==> config.mk <==
export PLATFORM = sky130hd
export DESIGN_NAME = ghash_ctrl
export DESIGN_NICKNAME = d
export VERILOG_FILES = /design/src/rtl/gcm_pkg.sv /design/src/rtl/ghash_pad.sv /design/src/rtl/ghash_ctrl.sv
export SDC_FILE = /design/constraint.sdc
export NUM_CORES = 1
export LEC_CHECK = 0
export ABC_AREA = 0
export BUFFER_PORTS_ARGS = -buffer_cell sky130_fd_sc_hd__buf_2
export CORE_AREA = 2 2 302 304
export DETAILED_ROUTE_END_ITERATION = 7
export DIE_AREA = 0 0 304 306
export GPL_TIMING_DRIVEN = 0
export PLACE_DENSITY_LB_ADDON = 0.05
export SLEW_MARGIN = 20
export SYNTH_ARGS = -nofsm -noshare
export SYNTH_HDL_FRONTEND = slang
export SYNTH_SLANG_ARGS = --single-unit
==> constraint.sdc <==
create_clock -name iClk -period 5.1 [get_ports iClk]
set_input_delay 0 -clock iClk [delete_from_list [all_inputs] [get_ports iClk]]
set_output_delay 0 -clock iClk [all_outputs]
set_load 0.05 [all_outputs]
==> src/rtl/gcm_pkg.sv <==
`default_nettype none
// +--------------------------------------------------------------------+
// | Package : gcm_pkg                                                  |
// | Shared widths and GHASH controller state encoding.                 |
// |   BLOCK_W   : GHASH block width                                    |
// |   LEN_W     : width of each half of the GCM length block           |
// |   BYTECNT_W : AAD / ciphertext byte counter width                  |
// | Revision : 1.0 - initial release                                   |
// +--------------------------------------------------------------------+
package gcm_pkg;

    localparam int BLOCK_W   = 128;
    localparam int LEN_W     = 64;
    localparam int BYTECNT_W = 32;

    localparam int STATE_W = 3;
    localparam logic [STATE_W-1:0] S_IDLE   = 3'd0;
    localparam logic [STATE_W-1:0] S_ACCEPT = 3'd1;
    localparam logic [STATE_W-1:0] S_MUL    = 3'd2;
    localparam logic [STATE_W-1:0] S_GAP    = 3'd3;
    localparam logic [STATE_W-1:0] S_LEN    = 3'd4;
    localparam logic [STATE_W-1:0] S_DONE   = 3'd5;

endpackage : gcm_pkg
`default_nettype wire

==> src/rtl/ghash_pad.sv <==
`default_nettype none
// +--------------------------------------------------------------------+
// | Module  : ghash_pad                                                |
// | Combinational byte mask: keeps the first i_bytes bytes of the      |
// | block (byte 0 = bits 127:120) and forces the rest to zero.         |
// | Ports   : i_block [127:0] in  - raw block                          |
// |           i_bytes [4:0]   in  - valid byte count 0..16             |
// |           o_block [127:0] out - zero-padded block                  |
// | Revision : 1.0 - initial release                                   |
// +--------------------------------------------------------------------+
module ghash_pad
    import gcm_pkg::*;
(
    input  logic [BLOCK_W-1:0] i_block,
    input  logic [4:0]         i_bytes,
    output logic [BLOCK_W-1:0] o_block
);

    for (genvar gi = 0; gi < BLOCK_W/8; gi++) begin : g_byte
        assign o_block[BLOCK_W-1-8*gi -: 8] =
            (i_bytes > 5'(gi)) ? i_block[BLOCK_W-1-8*gi -: 8] : 8'h00;
    end

endmodule : ghash_pad
`default_nettype wire

==> src/rtl/ghash_ctrl.sv <==
`default_nettype none
// +--------------------------------------------------------------------+
// | Module  : ghash_ctrl                                               |
// | Sequences gfmul_v2 to compute GHASH over AAD then ciphertext       |
// | blocks received on a valid/ready stream, zero-padding partial      |
// | blocks.                                                            |
// | Ports   : iClk, iRst (sync, active-high)                           |
// |           iStart, iHashkey           - message start, H            |
// |           iBlock*, oBlock_ready       - block stream               |
// |           oMul_*, iMul_result*        - multiplier initiator side  |
// |           oGhash, oGhash_valid        - final hash, 1-cycle pulse  |
// |           oBusy, oErr                 - status, sticky order error |
// | Build   : GHASH_LEN_BLOCK_EN defined appends the GCM length block; |
// |           undefined outputs the raw chained product.               |
// | Revision : 1.0 - initial release                                   |
// +--------------------------------------------------------------------+
module ghash_ctrl
    import gcm_pkg::*;
(
    input  logic               iClk,
    input  logic               iRst,
    input  logic               iStart,
    input  logic [BLOCK_W-1:0] iHashkey,
    input  logic [BLOCK_W-1:0] iBlock,
    input  logic               iBlock_valid,
    input  logic               iBlock_aad,
    input  logic [4:0]         iBlock_bytes,
    input  logic               iBlock_last,
    output logic               oBlock_ready,
    output logic [BLOCK_W-1:0] oMul_ctext,
    output logic               oMul_ctext_valid,
    output logic [BLOCK_W-1:0] oMul_hashkey,
    output logic               oMul_hashkey_valid,
    input  logic [BLOCK_W-1:0] iMul_result,
    input  logic               iMul_result_valid,
    output logic [BLOCK_W-1:0] oGhash,
    output logic               oGhash_valid,
    output logic               oBusy,
    output logic               oErr
);

    logic [STATE_W-1:0]   r_state;
    logic [STATE_W-1:0]   w_state_nxt;
    logic [BLOCK_W-1:0]   r_y;
    logic [BLOCK_W-1:0]   r_x;
    logic [BLOCK_W-1:0]   r_h;
    logic [BLOCK_W-1:0]   r_ghash;
    logic [BLOCK_W-1:0]   w_padded;
    logic [BYTECNT_W-1:0] r_aad_cnt;
    logic [BYTECNT_W-1:0] r_ct_cnt;
    logic                 r_last;
    logic                 r_seen_ct;
    logic                 r_err;
`ifdef GHASH_LEN_BLOCK_EN
    logic                 r_is_len;
`endif
    logic                 w_block_ready;
    logic                 w_mul_valid;
    logic                 w_ghash_valid;
    logic                 w_empty_last;

    ghash_pad u_pad (
        .i_block (iBlock),
        .i_bytes (iBlock_bytes),
        .o_block (w_padded)
    );

    // An empty final block carries no data: skip straight to finishing.
    assign w_empty_last = (iBlock_bytes == 5'd0) && iBlock_last;

    always_ff @(posedge iClk) begin
        if (iRst) r_state <= S_IDLE;
        else      r_state <= w_state_nxt;
    end

    always_comb begin
        w_state_nxt   = r_state;
        w_block_ready = 1'b0;
        w_mul_valid   = 1'b0;
        w_ghash_valid = 1'b0;
        case (r_state)
            S_IDLE: begin
                if (iStart) w_state_nxt = S_ACCEPT;
            end
            S_ACCEPT: begin
                w_block_ready = 1'b1;
                if (iBlock_valid) begin
`ifdef GHASH_LEN_BLOCK_EN
                    w_state_nxt = w_empty_last ? S_LEN : S_MUL;
`else
                    w_state_nxt = w_empty_last ? S_DONE : S_MUL;
`endif
                end
            end
            S_MUL: begin
                w_mul_valid = 1'b1;
                if (iMul_result_valid) w_state_nxt = S_GAP;
            end
            S_GAP: begin
                // Valid is low here so the multiplier sees a fresh rising edge.
`ifdef GHASH_LEN_BLOCK_EN
                if (r_is_len)    w_state_nxt = S_DONE;
                else if (r_last) w_state_nxt = S_LEN;
                else             w_state_nxt = S_ACCEPT;
`else
                w_state_nxt = r_last ? S_DONE : S_ACCEPT;
`endif
            end
`ifdef GHASH_LEN_BLOCK_EN
            S_LEN: begin
                w_state_nxt = S_MUL;
            end
`endif
            S_DONE: begin
                w_ghash_valid = 1'b1;
                w_state_nxt   = S_IDLE;
            end
            default: begin
                w_state_nxt = S_IDLE;
            end
        endcase
    end

    always_ff @(posedge iClk) begin
        if (iRst) begin
            r_y       <= '0;
            r_x       <= '0;
            r_h       <= '0;
            r_ghash   <= '0;
            r_aad_cnt <= '0;
            r_ct_cnt  <= '0;
            r_last    <= 1'b0;
            r_seen_ct <= 1'b0;
            r_err     <= 1'b0;
`ifdef GHASH_LEN_BLOCK_EN
            r_is_len  <= 1'b0;
`endif
        end else begin
            case (r_state)
                S_IDLE: begin
                    if (iStart) begin
                        r_h       <= iHashkey;
                        r_y       <= '0;
                        r_x       <= '0;
                        r_ghash   <= '0;
                        r_aad_cnt <= '0;
                        r_ct_cnt  <= '0;
                        r_last    <= 1'b0;
                        r_seen_ct <= 1'b0;
                        r_err     <= 1'b0;
`ifdef GHASH_LEN_BLOCK_EN
                        r_is_len  <= 1'b0;
`endif
                    end
                end
                S_ACCEPT: begin
                    if (iBlock_valid) begin
                        r_x    <= w_padded;
                        r_last <= iBlock_last;
                        // Counting an empty block adds zero, so no special case.
                        if (iBlock_aad) begin
                            r_aad_cnt <= r_aad_cnt + BYTECNT_W'(iBlock_bytes);
                            if (r_seen_ct) r_err <= 1'b1;
                        end else begin
                            r_ct_cnt  <= r_ct_cnt + BYTECNT_W'(iBlock_bytes);
                            r_seen_ct <= 1'b1;
                        end
                    end
                end
                S_MUL: begin
                    if (iMul_result_valid) r_y <= iMul_result;
                end
`ifdef GHASH_LEN_BLOCK_EN
                S_LEN: begin
                    // Bit lengths: zero-extended byte counters shifted left by 3.
                    r_x      <= {{(LEN_W-BYTECNT_W-3){1'b0}}, r_aad_cnt, 3'b000,
                                 {(LEN_W-BYTECNT_W-3){1'b0}}, r_ct_cnt,  3'b000};
                    r_is_len <= 1'b1;
                end
`endif
                default: begin
                end
            endcase
            // Y is final on entry to DONE; capture it so oGhash holds afterwards.
            if ((w_state_nxt == S_DONE) && (r_state != S_DONE)) r_ghash <= r_y;
        end
    end

    assign oBlock_ready       = w_block_ready;
    assign oMul_ctext         = w_mul_valid ? (r_y ^ r_x) : '0;
    assign oMul_ctext_valid   = w_mul_valid;
    assign oMul_hashkey       = r_h;
    assign oMul_hashkey_valid = w_mul_valid;
    assign oGhash             = r_ghash;
    assign oGhash_valid       = w_ghash_valid;
    assign oBusy              = (r_state != S_IDLE);
    assign oErr               = r_err;

endmodule : ghash_ctrl
`default_nettype wire

Word level (Yosys, flattened, before mapping)
Cells that the tools add are included.
{"block": "word_totals", "ff_bits": 518, "inputBits": 396, "out_inout_bits": 390}
{"block": "op_classes", "magnitude_cmp": 16, "n_eq_ne": 12, "n_mux": 43, "bitwise_logic": 1, "reduce_logical": 15}
{"op": "2-to-1 mux 128 bit", "n": 6}
{"op": "case mux 128 bit (2 select lines)", "n": 2}
{"op": "2-to-1 mux 8 bit", "n": 16}
{"op": "XOR 128 bit", "n": 1}
{"op": "> comparator 5 x 4 -> 1 bit (second input constant)", "n": 8}
{"op": "> comparator 5 x 3 -> 1 bit (second input constant)", "n": 4}
{"op": "2-to-1 mux 3 bit", "n": 5}
{"op": "inequality test 2 bit (second input constant)", "n": 6}
{"op": "case mux 3 bit (4 select lines)", "n": 1}
{"op": "> comparator 5 x 1 -> 1 bit (second input constant)", "n": 2}
{"op": "> comparator 5 x 2 -> 1 bit (second input constant)", "n": 2}
{"op": "2-to-1 mux 1 bit", "n": 10}
{"op": "nonzero test 2 bit", "n": 4}
{"op": "== test 3 x 2 -> 1 bit (second input constant)", "n": 2}
{"op": "== test 3 bit (second input constant)", "n": 2}
{"op": "case mux 1 bit (2 select lines)", "n": 3}
{"op": "AND reduction 3 bit", "n": 2}
{"op": "zero test 5 bit", "n": 1}
{"op": "AND reduction 5 bit", "n": 1}
{"op": "AND reduction 2 bit", "n": 2}
{"op": "AND reduction 4 bit", "n": 1}
{"op": "== test 3 x 1 -> 1 bit (second input constant)", "n": 1}
{"op": "zero test 3 bit", "n": 1}
{"op": "inequality test 3 bit (second input constant)", "n": 1}
{"op": "other kinds (2)", "n": 3}

Logic depth before layout (Yosys ltp)
{"block": "logic_depth", "ltp_word": 9, "ltp_mapped": 8, "mapped_depth_nobuf": 4}

Modules after synthesis
Synthesis repeated with hierarchy kept, for this count alone.
{"block": "hier_totals", "cells_unflattened": 2447, "hier_area_um2": 20440.9}
{"module": "ghash_ctrl", "instances": 1, "cells_per_inst": 2292, "area_each_um2": 19361.1}
{"module": "ghash_pad", "instances": 1, "cells_per_inst": 155, "area_each_um2": 1079.8}

Least setup slack after synthesis
OpenSTA, ideal clock, no wires.
{"block": "synth_timing", "kind": "register to output", "start": "register r_state[1]", "end": "output port oMul_ctext[118]", "arrival_time_ps": 1906, "t_required_ps": 5100, "setup_slack_ps": 3194, "path_stages_with_launch": 7, "path_buffers": 4, "cell_sequence": "dfxtp_1 -> buf_2 -> clkbuf_1 -> nand2_1 -> clkbuf_1 -> clkbuf_1 -> nor2_1"}
{"block": "synth_via", "elab_chain_len": 3}
{"item": "start, declared", "line_no": "ghash_ctrl.sv:42", "text": "logic [STATE_W-1:0] r_state;"}
{"item": "start signal, assigned", "line_no": "ghash_ctrl.sv:73", "text": "else r_state <= w_state_nxt;"}
{"item": "== test 3 x 2 -> 1 bit", "line_no": "ghash_ctrl.sv:81", "text": "case (r_state)"}
{"item": "2-to-1 mux 1 bit", "line_no": "ghash_ctrl.sv:81"}
{"item": "2-to-1 mux 128 bit", "line_no": "ghash_ctrl.sv:190", "text": "assign oMul_ctext = w_mul_valid ? (r_y ^ r_x) : '0;"}
{"item": "end, declared", "line_no": "ghash_ctrl.sv:30", "text": "output logic [BLOCK_W-1:0] oMul_ctext,"}
No other way between the ends.

Worst setup path after layout
{"block": "layout_timing", "start": "register r_state[1]", "end": "output port oMul_ctext[103]"}
Same word-level chain as after synthesis.

==> impl_metrics.tcl <==
set metrics [dict create \
    status "finished, final reports clean" \
    p_total_w 0.0103 \
    first_global_vias 20856 \
    syn_area_um2 19000 \
    syn_avg_cell_area_um2 9.20 \
    clockPowerShare_pct 44.6 \
    setup_viol 0 \
    synth.top_cells.by_area "dfxtp_1 (54%), a22o_1 (11%), nand2_1 (7.8%)" \
    core_um2 89600 \
    yosysSeqAreaShare_pct 54.4 \
    antenna_found_initial 12 \
    worst_pin_slew_ns 1.00 \
    grt_pass1_wl_um 140000 \
    clkTransAtPathRegs_ns 0.06 \
    grt_usage_pct 20.0 \
    hpwlAfterDp_um 74700 \
    yosysWarnings 0 \
    path_class "register to output pin" \
    start_util_pct 21.3 \
    vias 20018 \
    combPwrFrac_pct 14.4 \
    wl_per_cell_um 21.3 \
    cts_made_buffers 67 \
    slew_violations 0 \
    synthDistinctLibCells 40 \
    max_cap_viol_count 0 \
    htree_levels 3 \
    ant_nets 0 \
    switchingPower_w 0.00295 \
    synthToLayoutAreaGrowth_pct 60.0 \
    startpoint "r_state[1]" \
    cts_buffer_depth 3 \
    post-place-ws_ns 2.20 \
    worst_slack_ns 1.65 \
    min_period_over_period_pct 67.6 \
    pwr-share-seq_pct 41.0 \
    routed_wl_um 96600 \
    worstHoldPathType "primary input to register" \
    io_buffer_count 783 \
    cts_tree "built" \
    cp_data_required_time_ns 5.10 \
    rsz0062_at_grt "false" \
    layout-drive-gt1-share_pct 28.0 \
    p_sw_share_pct 28.5 \
    clockRootBuffer "clkbuf_16" \
    p_int_w 0.00740 \
    cts.sinks 518 \
    ys_ff_latch 518 \
    grt_max_degree 12 \
    ir_drop_mv 0.219 \
    yosysMostFrequentCell "dfxtp_1" \
    r2r-start "r_state[1]" \
    dieArea_um2 93000 \
    ys_top_cells_by_count "dfxtp_1 (518), nand2_1 (397), a21oi_1 (271)" \
    slew_headroom_pct 32.8 \
    ys.flop_type "dfxtp_1" \
    netlist.area_leader.share_pct 54.4 \
    fin_tns_setup_ns 0 \
    skew_ns 0.0235 \
    finalHoldViolCount 0 \
    async_flop_share_pct 0 \
    nets 3711 \
    synth_nets 2467 \
    vias_per_cell 4.41 \
    leakage_nw 12.8 \
    drc_errors 0 \
    post-cts-setup-buffers 0 \
    die_x_um 304 \
    grt-ovfl-total 0 \
    path_max_fanout 10 \
    insertion_delay_ns 0.60 \
    drt_iter0_drc 1006 \
    critPathCaptureType "output pin" \
    synth_top_cell_by_area "dfxtp_1" \
    min_from "iBlock_bytes[1]" \
    fmax_mhz 290 \
    io_pins 786 \
    fin_crit_ns 3.45 \
    synth_edf_count 0 \
    worstPathArrival_ns 3.45 \
    die_h_um 306 \
    gp_congestion 0.825 \
    power_density_nw_per_um2 339 \
    drt_first_pass_iters 5 \
    crit_path_start_kind "register" \
    syn_inst 2071 \
    rows 110 \
]
-- cells by family after synthesis --
group / count (synthesis) / share of synthesized area [%]
AND/OR/NAND/NOR: 696 / 15.8
AO/OA/AOI/OAI: 540 / 19.4
XOR/XNOR: 128 / 5.89
multiplexers: 1 / 0.0591
flip-flops: 518 / 54.4
buffers and inverters: 188 / 4.39
-- worst paths after layout --
kind / to / slack, ns / cells after the start
worst max-delay path: oMul_ctext[103] / 1.65 / 7
worst min-delay path: r_state[2] / 0.07 / 4
worst max register to register: r_state[0] / 2.27 / 7
worst min register to register: oMul_hashkey[34] / 0.45 / 2
-- routing by layer --
| metal | track usage, % | wire length (um) | part of all wire, % | vias up |
|---|---|---|---|---|
| li1 | - | - | - | 9753 |
| met1 | 23.2 | 39500 | 41 | 9495 |
| met2 | 35.7 | 48200 | 50 | 609 |
| met3 | 5.81 | 6370 | 6.6 | 145 |
| met4 | 5.69 | 2480 | 2.6 | 16 |
| met5 | 0 | 103 | 0.11 | - |
-- timing repair --
action	4_1_cts	5_1_grt
resized for setup	0	0
hold endpoints to repair	389	0
hold buffers	392	0
-- per-stage QoR --
stage	utilization (%)	area, um2	instances	hold slack (ns)
global placement	27.3	24400	4030	0.211
CTS	34.0	30500	4539	0.0398
global route	34.0	30500	4542	0.0721
detailed placement	27.3	24400	4030	0.214
floorplan	-	19000	2071	0.126
finish	34.0	30500	4544	0.0728
-- cell usage in the layout, fill, tap and decap left out, types with 4 or more instances in the layout --
cell / count
nand2_1: 397
a21oi_1: 271
clkbuf_2: 6
o21ai_0: 5
diode_2: 5
a21oi_2: 5
clkbuf_8: 11
buf_2: 815
a22o_1: 248
nor3_1: 5
buf_4: 4
clkinv_8: 4
dfxtp_1: 518
xnor2_1: 128
clkbuf_1: 148
inv_1: 5
dlygate4sd3_1: 392
clkbuf_16: 67
nor2_1: 140
buf_6: 10
clkinv_2: 7
nand4_1: 130
nand2b_1: 4
nand3_1: 10
buf_1: 5
-- final cells by class --
| class | count | area [um2] |
|---|---|---|
| timing repair buffer | 1175 | 7840 |
| buffer | 183 | 825 |
| inverter | 5 | 18.8 |
| multi-input combinational | 1365 | 7840 |
| sequential | 518 | 10400 |
| tap | 1176 | 1470 |
| clock inverter | 17 | 194 |
| clock buffer | 100 | 1910 |
| fill | 9541 | 59100 |
| antenna | 5 | 12.5 |
-- sequential cells by signal (all words and copies together) (netlist names) --
signal and count:
oErr 1, r_state 3, r_last 1, r_x 128, oMul_hashkey 128, r_y 128
oGhash 128, r_seen_ct 1
-- power groups by stage --
stage / registers, W / clock network, W / logic, W
after CTS: 0.00424 / 0.00477 / 0.00152
after detailed placement: 0.00433 / 0 / 0.00125
final: 0.00424 / 0.00461 / 0.00149
after floorplan: 0.00457 / 0 / 0.000474
after global placement: 0.00433 / 0 / 0.00125
after global routing: 0.00426 / 0.00492 / 0.00161
-- critical path, stage by stage (launching register included) --
cell and delay, ns:
dfxtp_1 0.30, buf_2 0.18, clkbuf_1 0.73, nand2_1 0.20, clkbuf_2 0.47, clkbuf_1 0.42, nor2_1 0.22, buf_2 0.33
Note: power is estimated with default switching activity, not from simulation.
